**src/rtl/cpu_mem_pkg.sv**
```systemverilog
// Shared memory-access definitions for the CPU load/store path.
package cpu_mem_pkg;

    localparam logic [1:0] SZ_BYTE = 2'b00;
    localparam logic [1:0] SZ_HALF = 2'b01;
    localparam logic [1:0] SZ_WORD = 2'b10;

    typedef enum logic [2:0] {
        S_IDLE,
        S_ISSUE,
        S_DRAIN,
        S_DONE,
        S_ERR
    } load_state_t;

    function automatic logic [2:0] size_to_bytes(input logic [1:0] sz);
        case (sz)
            SZ_HALF: size_to_bytes = 3'd2;
            SZ_WORD: size_to_bytes = 3'd4;
            default: size_to_bytes = 3'd1;
        endcase
    endfunction

endpackage

```
**src/rtl/load_unit_if.sv**
```systemverilog
// Request/response bundle between the CPU datapath and the load unit.
interface load_unit_if #(
    parameter int ADDR_W = 32
) ();
    logic              req;
    logic [ADDR_W-1:0] addr;
    logic [1:0]        size;
    logic              sign_ext;
    logic              busy;
    logic              done;
    logic              err;
    logic [31:0]       data;

    modport master (
        output req, addr, size, sign_ext,
        input  busy, done, err, data
    );

    modport slave (
        input  req, addr, size, sign_ext,
        output busy, done, err, data
    );
endinterface

```
**src/rtl/load_extend.sv**
```systemverilog
// Sign/zero extension of a little-endian load buffer to a full 32-bit word.
module load_extend
    import cpu_mem_pkg::*;
(
    input  logic [31:0] raw,
    input  logic [1:0]  size,
    input  logic        sign_ext,
    output logic [31:0] ext
);
    always_comb begin
        ext = raw;
        case (size)
            SZ_BYTE: ext = {{24{sign_ext & raw[7]}}, raw[7:0]};
            SZ_HALF: ext = {{16{sign_ext & raw[15]}}, raw[15:0]};
            default: ext = raw;
        endcase
    end
endmodule

```
**src/rtl/load_unit.sv**
```systemverilog
// Multicycle byte-serial load controller: reads 1/2/4 bytes from a byte-wide
// synchronous memory and assembles an extended 32-bit word.
module load_unit
    import cpu_mem_pkg::*;
#(
    parameter int ADDR_W = 32
) (
    input  logic              clk,
    input  logic              reset,
    load_unit_if.slave        lu,
    output logic              mem_rd,
    output logic [ADDR_W-1:0] mem_addr,
    input  logic [7:0]        mem_rdata
);
    load_state_t state, next_state;

    logic [1:0]  sz_q;
    logic        sx_q;
    logic [1:0]  k;
    logic [1:0]  last_k;
    logic        cap_en;
    logic [1:0]  cap_lane;
    logic [31:0] buffer;
    logic [31:0] buf_next;
    logic [31:0] ext_word;
    logic [31:0] data_q;
    logic        illegal;

    assign illegal = (lu.size == 2'b11)
                   || (lu.size == SZ_HALF && lu.addr[0])
                   || (lu.size == SZ_WORD && lu.addr[1:0] != 2'b00);

    assign last_k = 2'(size_to_bytes(sz_q) - 3'd1);

    always_ff @(posedge clk) begin
        if (reset) state <= S_IDLE;
        else       state <= next_state;
    end

    always_comb begin
        next_state = state;
        case (state)
            S_IDLE:  if (lu.req) next_state = illegal ? S_ERR : S_ISSUE;
            S_ISSUE: if (k == last_k) next_state = S_DRAIN;
            S_DRAIN: next_state = S_DONE;
            S_DONE:  next_state = S_IDLE;
            S_ERR:   next_state = S_IDLE;
            default: next_state = S_IDLE;
        endcase
    end

    always_comb begin
        lu.busy = (state != S_IDLE);
        lu.done = (state == S_DONE) || (state == S_ERR);
        lu.err  = (state == S_ERR);
    end

    assign lu.data = data_q;

    // Byte from the previous ISSUE cycle merged in-flight, so DONE can be
    // loaded on the same edge that captures the final byte.
    always_comb begin
        buf_next = buffer;
        buf_next[{cap_lane, 3'b000} +: 8] = mem_rdata;
    end

    load_extend u_extend (
        .raw      (buf_next),
        .size     (sz_q),
        .sign_ext (sx_q),
        .ext      (ext_word)
    );

    always_ff @(posedge clk) begin
        if (reset) begin
            sz_q     <= '0;
            sx_q     <= 1'b0;
            k        <= '0;
            cap_en   <= 1'b0;
            cap_lane <= '0;
            buffer   <= '0;
            data_q   <= '0;
            mem_rd   <= 1'b0;
            mem_addr <= '0;
        end else begin
            mem_rd   <= (next_state == S_ISSUE);
            cap_en   <= (state == S_ISSUE);
            cap_lane <= k;
            case (state)
                S_IDLE: if (lu.req) begin
                    sz_q     <= lu.size;
                    sx_q     <= lu.sign_ext;
                    k        <= '0;
                    mem_addr <= lu.addr;
                end
                S_ISSUE: begin
                    k        <= k + 2'd1;
                    mem_addr <= mem_addr + ADDR_W'(1);
                end
                default: ;
            endcase
            if (cap_en)             buffer <= buf_next;
            if (state == S_DRAIN)   data_q <= ext_word;
        end
    end
endmodule

```
**src/flat_wrapper.sv**
```systemverilog
// flat-port wrapper written by rule: the top's interface ports become plain ports
module load_unit_flat import cpu_mem_pkg::*;
#(
    parameter int ADDR_W = 32
)
  (clk, reset, mem_rd, mem_addr, mem_rdata, lu_req, lu_addr, lu_size, lu_sign_ext, lu_busy, lu_done, lu_err, lu_data);
  load_unit_if #(.ADDR_W(ADDR_W)) lu_i ();
  input  logic clk;
  input  logic reset;
  output logic mem_rd;
  output logic [ADDR_W-1:0] mem_addr;
  input  logic [7:0] mem_rdata;
  input wire logic [$bits(lu_i.req)-1:0] lu_req;
  input wire logic [$bits(lu_i.addr)-1:0] lu_addr;
  input wire logic [$bits(lu_i.size)-1:0] lu_size;
  input wire logic [$bits(lu_i.sign_ext)-1:0] lu_sign_ext;
  output wire logic [$bits(lu_i.busy)-1:0] lu_busy;
  output wire logic [$bits(lu_i.done)-1:0] lu_done;
  output wire logic [$bits(lu_i.err)-1:0] lu_err;
  output wire logic [$bits(lu_i.data)-1:0] lu_data;
  assign lu_i.req = lu_req;
  assign lu_i.addr = lu_addr;
  assign lu_i.size = lu_size;
  assign lu_i.sign_ext = lu_sign_ext;
  assign lu_busy = lu_i.busy;
  assign lu_done = lu_i.done;
  assign lu_err = lu_i.err;
  assign lu_data = lu_i.data;
  load_unit #(.ADDR_W(ADDR_W)) u_core (.clk(clk), .reset(reset), .lu(lu_i), .mem_rd(mem_rd), .mem_addr(mem_addr), .mem_rdata(mem_rdata));
endmodule
```
**config.mk**
```make
export PLATFORM = sky130hd
export DESIGN_NAME = load_unit_flat
export DESIGN_NICKNAME = d
export VERILOG_FILES = /design/src/rtl/cpu_mem_pkg.sv /design/src/rtl/load_unit_if.sv /design/src/rtl/load_extend.sv /design/src/rtl/load_unit.sv /design/src/flat_wrapper.sv
export SDC_FILE = /design/constraint.sdc
export NUM_CORES = 1
export LEC_CHECK = 0
export ABC_AREA = 1
export BUFFER_PORTS_ARGS = -buffer_cell sky130_fd_sc_hd__buf_2
export CORE_MARGIN = 2
export CORE_UTILIZATION = 40
export CTS_BUF_LIST = sky130_fd_sc_hd__clkbuf_8
export CTS_CLUSTER_SIZE = 8
export DETAILED_ROUTE_END_ITERATION = 16
export HOLD_SLACK_MARGIN = 0.12
export PLACE_DENSITY = 0.65
export SYNTH_ARGS = -nofsm -noshare
export SYNTH_HDL_FRONTEND = slang
export SYNTH_SLANG_ARGS = --single-unit
```
**constraint.sdc**
```tcl
create_clock -name clk -period 3.9 [get_ports clk]
set_input_delay 0.39 -clock clk [delete_from_list [all_inputs] [get_ports clk]]
set_output_delay 0.39 -clock clk [all_outputs]
set_load 0.05 [all_outputs]
```
==> impl_metrics.tcl, run 1 <==
set metrics [dict create \
    worst_ir_drop_vdd_v 0.0002196 \
    synth_edf_count 0 \
    slew_violations 0 \
    grt_pass1_wl_mm 26.82 \
    cts_root_buffer "clkbuf_8" \
    numCtsBuffers 9 \
    globalRouteMet2Util 0.2998 \
    num_rows 44 \
    reg2reg_depth 8 \
    skew_ns 0.01054 \
    cp_data_required_time_ns 4.15 \
    cts_setup_buffers 0 \
    powerDensity_nw_per_um2 440.3 \
    drc 0 \
    rsz0062_at_grt "false" \
    synth.net_count 940 \
    grt_util_met3 0.03398 \
    max_stage_delay_ns 0.61 \
    final_cell_mix "nand2_1 (169), inv_1 (126), buf_2 (113)" \
    fp.dieW_um 126.3 \
    crit_path_start_kind "register" \
    hold-path-cell-count 3 \
    core_area_um2 14590 \
    cts_buffer_depth 2 \
    yosys_warnings 0 \
    relSlewSlack 0.4710 \
    cp_common_cell "nor2_1" \
    final-hold-violation-count 0 \
    drive_gt1_frac 0.1928 \
    grt-busiest-layer "met1" \
    ys_seq_area_frac 0.3616 \
    ant_nets 0 \
    routed_wl_mm 16.47 \
    area_growth_pct 12.55 \
    cp.arrival_ns 2.77 \
    r2r-end "u_core.lu.data[30]" \
    min_path_type "in2reg" \
    avgSynthCellArea_um2 6.749 \
    overflow 0 \
    start_util 0.4099 \
    synth-seq-cells 108 \
    boundaryPins 114 \
    cap_violations 0 \
    fin_nets 1024 \
    r2r_start "u_core.cap_lane[0]" \
    r2r_slack_ns 1.38 \
    post_drt_wl_per_cell_um 14.21 \
    dp.cells 1143 \
    grt_usage 0.2073 \
    critPathTopFamily "compound AO/OA/AOI/OAI gates" \
    grt_antenna_before_repair 0 \
    drt_iter0_markers 460 \
    netlist_instances 886 \
    dp_slack_ns 1.411 \
    critPathKind "reg2reg" \
    grt_pass1_vias 5117 \
    gr-usage-met1 0.3132 \
    worst_pin_slew_ns 0.7935 \
    worstPathMaxFanout 24 \
    drt_pass1_iterations 6 \
    final_area_um2 6730 \
    n_antenna_cell 0 \
    grt_max_degree 63 \
    async_reset_ff_frac 0 \
    gp_congestion 0.8491 \
    cts_num_sinks 108 \
    fin_setup_tns_ns 0 \
    whs_endpoint "u_core.mem_addr[11]" \
    placed_area_um2 6555 \
    finalCriticalPeriod_ns 2.522 \
    clk_pin_slew_ns 0.11 \
    yosys_most_used_dff "dfxtp_1" \
    ctsHoldBuffers 0 \
    clock_latency_ns 0.39 \
    finalNonFillerCells 1159 \
    cts_resized 0 \
    synth_cell_types 43 \
    outcome "finished clean" \
    die_area_um2 15940 \
    port_buffers 113 \
    worst_slack_ns 1.378 \
    crit_chain "inv_1, ha_1, nand2_1, nor2_1, nor2_1, nor2_2, a21oi_4, a31oi_1" \
    syn_area_um2 5979 \
    cp_slowest_cell "dfxtp_1" \
    timing.fmax_ghz 0.3966 \
    final_common_cell "nand2_1" \
    setup_viol 0 \
    dpl.hpwl_mm 11.64 \
    worstSetupEndpointType "register" \
    die_h_um 126.3 \
    finalCritPeriodShare 0.6466 \
    leakagePower_nw 2.989 \
    hold_start "lu_addr[11]" \
    path_buf_inv 1 \
    cts_tree "built" \
    via_per_inst 5.087 \
    num_vias 5896 \
    h-tree-depth 3 \
    power_w 0.002963 \
]
-- registers in the layout, indices dropped and copies added (netlist names) --
signal	flops
u_core.state	3
u_core.sx_q	1
u_core.lu.data	32
u_core.mem_rd	1
u_core.k	2
u_core.cap_en	1
u_core.cap_lane	2
u_core.sz_q	2
u_core.mem_addr	32
u_core.buffer	32
-- power breakdown --
group	total (W)	internal, W	switching, W	leakage, nW
clock network	0.000653	0.000236	0.000416	0.0968
logic	0.000976	0.000257	0.000719	2.01
registers	0.00133	0.00122	0.000114	0.881
-- per-stage QoR --
step / hold WS (ns) / util
2_1_floorplan: 0.4401 / -
3_3_place_gp: 0.4650 / 0.4493
3_5_place_dp: 0.4767 / 0.4493
4_1_cts: 0.2692 / 0.4613
5_1_grt: 0.2916 / 0.4613
6_report: 0.2816 / 0.4613
-- worst max-delay path by stage --
| stage | from | end | cells past startpoint |
|---|---|---|---|
| 2_1_floorplan | u_core.state[0] | lu_done | 3 |
| 4_1_cts | u_core.cap_lane[0] | u_core.lu.data[30] | 8 |
| 3_5_place_dp | u_core.cap_lane[0] | u_core.lu.data[30] | 8 |
| 5_1_grt | u_core.cap_lane[0] | u_core.lu.data[30] | 8 |
| 6_report | u_core.cap_lane[0] | u_core.lu.data[30] | 8 |
| 3_3_place_gp | u_core.cap_lane[0] | u_core.lu.data[19] | 8 |
-- final cells by class --
type,count,area (µm²)
clock buffers,9,123.9
clock inverters,7,51.30
fillers,1556,7859
inverters,132,500.5
multi-input cells,602,3067
flip-flops and latches,108,2162
well taps,184,230.2
repair buffers,117,595.6
-- Yosys cell counts, types with 4 or more instances --
cell type | count | area (µm²)
clkbuf_1 | 24 | 90.09
xnor2_1 | 5 | 43.79
nand2_1 | 169 | 634.4
dfxtp_1 | 108 | 2162
buf_4 | 6 | 45.04
a31oi_1 | 19 | 118.9
a21oi_2 | 19 | 166.4
nand3_1 | 68 | 340.3
ha_1 | 8 | 100.1
nor2_4 | 5 | 56.30
inv_2 | 4 | 15.01
nand2_2 | 12 | 75.07
o22ai_1 | 23 | 143.9
a21oi_1 | 52 | 260.3
inv_1 | 124 | 465.5
nor2_1 | 101 | 379.1
buf_2 | 7 | 35.03
o21ai_0 | 88 | 440.4
nor3_1 | 4 | 20.02
-- kinds of logic (layout without fill, tap and decap cells) --
group	after synthesis	count (layout)	synth area share
xor+xnor	5	5	0.007323
simple gates	375	375	0.2793
buf+inv	176	265	0.1255
flops	108	108	0.3616
compound gates	214	214	0.2095
fa+ha+maj	8	8	0.01674
-- worst reg2reg max path, delay by kind of cell, from the launching register on --
kind / cells / cell delay [ns]
compound gates: 2 / 0.75
fa+ha+maj: 1 / 0.43
buf+inv: 1 / 0.15
flops: 1 / 0.61
simple gates: 4 / 0.43
-- per-layer routing --
metal / part of all wire / routed length, µm
met1: 0.48 / 7968
met2: 0.43 / 7109
met3: 0.071 / 1165
met4: 0.014 / 231
met5: 0 / 0
No activity file was read; power rests on OpenSTA's default activity.
==> run 2: changes to the inputs <==
- PLACE_DENSITY: 0.65 -> 0.67
- clock period: 3.9 -> 2.03 ns (I/O delays scaled with it)
==> run 2 against run 1 <==
Die area stayed put. Global-route usage rose by 0.49 points. Final cell count increased by 1.6%. Count of clock-buffer cells in the layout grew 1. First-iteration DRC count grew 28%. Cell area rose by 3.6%.
==> impl_metrics.tcl, run 2 (synthesis results as in run 1) <==
set metrics [dict create \
    reg2reg_depth 10 \
    clock_latency_ns 0.40 \
    grt_max_degree 63 \
    clk_pin_slew_ns 0.11 \
    die_h_um 126.3 \
    cts_buffer_depth 2 \
    min_path_type "in2reg" \
    routed_wl_mm 16.69 \
    cts_setup_buffers 0 \
    worstPathMaxFanout 24 \
    r2r_slack_ns 0.20 \
    final_common_cell "nand2_1" \
    gr-usage-met1 0.3222 \
    setup_viol 0 \
    seqCellArea_um2 2162 \
    max_stage_delay_ns 0.37 \
    fin_setup_tns_ns 0 \
    multi_input_area_um2 3079 \
    grt_util_met3 0.03101 \
    crit_chain "inv_1, ha_1, nor2_4, inv_1, nor2_1, nor2_1, nor2_2, a21oi_4, buf_12, a21oi_1" \
    drive_gt1_frac 0.2034 \
    final-hold-violation-count 0 \
    r2r-end "u_core.lu.data[15]" \
    outcome "finished clean" \
    slew_violations 0 \
    cts_tree "built" \
    final_cell_mix "nand2_1 (169), inv_1 (124), buf_2 (113)" \
    h-tree-depth 3 \
    numCtsBuffers 9 \
    via_per_inst 5.033 \
    rsz0062_at_grt "false" \
    fp.dieW_um 126.3 \
    n_antenna_cell 0 \
    worst_pin_slew_ns 0.5398 \
    powerDensity_nw_per_um2 835.7 \
    dpl.hpwl_mm 11.93 \
    cp_data_required_time_ns 2.35 \
    area_growth_pct 16.61 \
    r2r_start "u_core.cap_lane[0]" \
    hold_start "lu_sign_ext" \
    core_area_um2 14590 \
    worstSetupEndpointType "register" \
    skew_ns 0.01032 \
    drc 0 \
    start_util 0.4099 \
    cts_num_sinks 108 \
    boundaryPins 114 \
    globalRouteMet2Util 0.3052 \
    hold-path-cell-count 3 \
    num_rows 44 \
    ant_nets 0 \
    gp_congestion 0.8755 \
    dp_slack_ns 0.1453 \
    cp_slowest_cell "ha_1" \
    timing.fmax_ghz 0.5464 \
    critPathKind "reg2reg" \
    cts_root_buffer "clkbuf_8" \
    worst_ir_drop_vdd_v 0.0003329 \
    cp.arrival_ns 2.15 \
    port_buffers 113 \
    drt_pass1_iterations 5 \
    grt_usage 0.2122 \
    whs_endpoint "u_core.sx_q" \
    grt-busiest-layer "met1" \
    relSlewSlack 0.6397 \
    leakagePower_nw 3.092 \
    overflow 0 \
    crit_path_start_kind "register" \
    fin_nets 1043 \
    cap_violations 0 \
    grt_pass1_wl_mm 27.37 \
    die_area_um2 15940 \
    num_vias 5924 \
    finalCriticalPeriod_ns 1.830 \
    drt_iter0_markers 589 \
    finalCritPeriodShare 0.9015 \
    grt_antenna_before_repair 0 \
    grt_pass1_vias 5287 \
    worst_slack_ns 0.1999 \
    post_drt_wl_per_cell_um 14.18 \
    nFillCells 1505 \
]
==> run 2: final cells by class <==
class / count / share of cell area
clock buffers: 10 / 0.01974
repair buffers: 136 / 0.1174
inverters: 132 / 0.07177
multi-input cells: 602 / 0.4416
flip-flops and latches: 108 / 0.3101
clock inverters: 5 / 0.006460
well taps: 184 / 0.03302
==> run 2: power by group <==
| group | switching, W | internal, W | leakage [nW] |
|---|---|---|---|
| combinational | 0.00141 | 0.000562 | 2.12 |
| clock | 0.000808 | 0.000493 | 0.0913 |
| sequential | 0.000211 | 0.00234 | 0.881 |
==> run 2: worst max-delay path, delay by kind of cell, from the launching register on <==
kind	cells	cell delay [ns]
fa+ha+maj	1	0.37
buf+inv	3	0.30
flops	1	0.35
compound gates	2	0.24
simple gates	4	0.48
==> run 2: through the flow <==
step / cell area (µm²) / instances / power [W] / utilization / hold slack, ns
final: 6973 / 1177 / 0.005828 / 0.4780 / 0.1254
after global routing: 6973 / 1177 / 0.006152 / 0.4780 / 0.1416
after CTS: 6960 / 1177 / 0.005868 / 0.4771 / 0.1235
after detailed placement: 6708 / 1155 / 0.004566 / 0.4598 / 0.4696
after global placement: 6708 / 1155 / 0.004545 / 0.4598 / 0.4637
after floorplan: 5979 / 886 / 0.004098 / - / 0.3694
==> run 2: worst max-delay path by stage <==
stage / to / cells past startpoint / from
finish: u_core.lu.data[15] / 10 / u_core.cap_lane[0]
global route: u_core.lu.data[15] / 10 / u_core.cap_lane[0]
CTS: u_core.lu.data[18] / 8 / u_core.cap_lane[1]
detailed placement: u_core.lu.data[18] / 8 / u_core.cap_lane[1]
global placement: u_core.lu.data[18] / 8 / u_core.cap_lane[1]
floorplan: u_core.mem_addr[20] / 10 / u_core.mem_addr[1]
==> run 2: what timing repair did <==
item                                   in CTS  in global routing
hold buffers                                7                  0
resized for setup                           0                  2
endpoints found under the hold margin       7                  0
setup endpoints to repair                   0                  4
==> run 2: layer usage <==
metal | wire length (µm) | vias to the layer above
li1 | - | 3069
met1 | 8628 | 2674
met2 | 6964 | 165
met3 | 852 | 16
met4 | 242 | 0
met5 | 0 | -
==> run 3: changes to the inputs <==
- PLACE_DENSITY: 0.67 -> 0.63
==> run 3 against run 2 <==
Global-route usage increased by 0.15 points. Fmax is 3.3% higher. Register-to-register slack gained 0.06 ns. Cell area decreased by 0.23%. Final cell count grew 0.17%. Setup slack better by 0.059 ns. Power grew 0.26%. Flip-flop and latch count unchanged. Clock skew increased by 0.00094 ns. Critical path depth is the same. Clock power about the same. Sequential power barely moved. Critical path type unchanged. Critical endpoint is now u_core.lu.data[22]. Largest power group unchanged.
==> impl_metrics.tcl, run 3 (synthesis results as in run 1) <==
set metrics [dict create \
    final_common_cell "nand2_1" \
    whs_ns 0.1385 \
    cts_tree "built" \
    worst_pin_slew_ns 0.5479 \
    drt_iter0_markers 541 \
    worst_ir_drop_vdd_v 0.0003468 \
    numCtsBuffers 9 \
    clk_pin_slew_ns 0.12 \
    cp.arrival_ns 2.10 \
    critPathKind "reg2reg" \
    crit_path_start_kind "register" \
    relSlewSlack 0.6347 \
    whs_endpoint "u_core.mem_addr[20]" \
    fin_setup_tns_ns 0 \
    final-hold-violation-count 0 \
    powerDensity_nw_per_um2 839.8 \
    wl_met2_mm 7.348 \
    top_layer_used "met4" \
    ant_nets 0 \
    num_rows 44 \
    finalNonFillerCells 1179 \
    routed_wl_mm 16.84 \
    hold-path-cell-count 5 \
    timing.fmax_ghz 0.5646 \
    setup_viol 0 \
    cts_num_sinks 108 \
    min_path_type "in2reg" \
    cp_data_required_time_ns 2.36 \
    die_area_um2 15940 \
    dpl.hpwl_mm 12.13 \
    drive_gt1_frac 0.2070 \
    gp_congestion 0.8874 \
    finalCritPeriodShare 0.8724 \
    final_core_util 0.4768 \
    boundaryPins 114 \
    dp.cells 1158 \
    leakagePower_nw 3.102 \
    grt_antenna_before_repair 0 \
    start_util 0.4099 \
    drc 0 \
    n_antenna_cell 0 \
    reg2reg_depth 10 \
    grt_usage 0.2137 \
    via_per_inst 5.038 \
    slew_violations 0 \
    power_w 0.005842 \
    fin_nets 1044 \
    outcome "finished clean" \
    final_cell_mix "nand2_1 (169), inv_1 (124), buf_2 (113)" \
    met1_length_mm 8.316 \
    post_drt_wl_per_cell_um 14.28 \
    worstSetupEndpointType "register" \
    fp.dieW_um 126.3 \
    overflow 0 \
    cts_buffer_depth 2 \
    cts_root_buffer "clkbuf_8" \
    port_buffers 113 \
    grt_max_degree 63 \
    grt_pass1_wl_mm 27.48 \
    cap_violations 0 \
    cts_setup_buffers 0 \
    skew_ns 0.01126 \
    rsz0062_at_grt "false" \
    core_area_um2 14590 \
    grt_pass1_vias 5250 \
    dr_wl_met3_um 931 \
    die_h_um 126.3 \
    h-tree-depth 3 \
    worstPathMaxFanout 16 \
    clock_latency_ns 0.39 \
    area_growth_pct 16.34 \
    r2r_start "u_core.cap_lane[0]" \
    num_vias 5940 \
    hold_start "lu_addr[20]" \
    r2r-end "u_core.lu.data[22]" \
    r2r_slack_ns 0.26 \
    drt_pass1_iterations 4 \
    finalCriticalPeriod_ns 1.771 \
]
-- run 3: changes by cell type in the layout (fill, tap and decap cells not counted), sizes merged --
cell	previous run	this run
clkinvlp	1	0
dlygate4sd3	7	5
buf	129	132
clkinv	3	4
inv	133	134
-- run 3: repair_timing --
item | in CTS | in global routing
endpoints found under the hold margin | 5 | 0
gates resized for setup | 0 | 2
setup endpoints to repair | 0 | 11
hold buffers | 5 | 0
-- run 3: final cells by class --
type	instances	area, µm²
inverter	132	500.5
clock buffer	10	137.6
tap	184	230.2
multi-input combinational	602	3079
clock inverter	6	51.30
sequential	108	2162
timing repair buffer	137	795.8
fill	1553	7632
-- run 3: metal layers --
layer  up-vias  global-route usage
met5         -                   0
met4         0             0.06529
met3        18             0.03866
met2       143              0.3210
met1      2702              0.3116
li1       3077                   -
-- run 3: critical path, stage by stage, from the launching register on --
cell and delay, ns:
dfxtp_1 0.34, inv_1 0.08, ha_1 0.36, nor2_4 0.20, inv_1 0.05, nor2_1 0.08, nor2_1 0.06, nor2_2 0.13
a21oi_4 0.07, buf_4 0.20, a31oi_1 0.14
-- run 3: metrics by stage --
stage	cell area (µm²)	setup WS [ns]
after floorplan	5979	0.1809
after CTS	6944	0.1327
after detailed placement	6705	0.1725
final	6957	0.2590
after global placement	6705	0.2060
after global routing	6957	0.07305
-- run 3: how the worst max path moves through the flow --
stage,startpoint,endpoint,slack [ns],cells past startpoint
after floorplan,u_core.mem_addr[1],u_core.mem_addr[20],0.18,10
after global placement,u_core.cap_lane[1],u_core.lu.data[20],0.21,8
after detailed placement,u_core.cap_lane[1],u_core.lu.data[20],0.17,8
after CTS,u_core.cap_lane[1],u_core.lu.data[16],0.13,8
after global routing,u_core.cap_lane[1],u_core.lu.data[18],0.07,8
final,u_core.cap_lane[0],u_core.lu.data[22],0.26,10
-- run 3: power breakdown --
group	internal [W]	switching [W]	leakage, nW
Clock	0.000503	0.000811	0.0996
Combinational	0.000557	0.00141	2.12
Sequential	0.00234	0.000215	0.881
Total	0.00340	0.00244	3.10
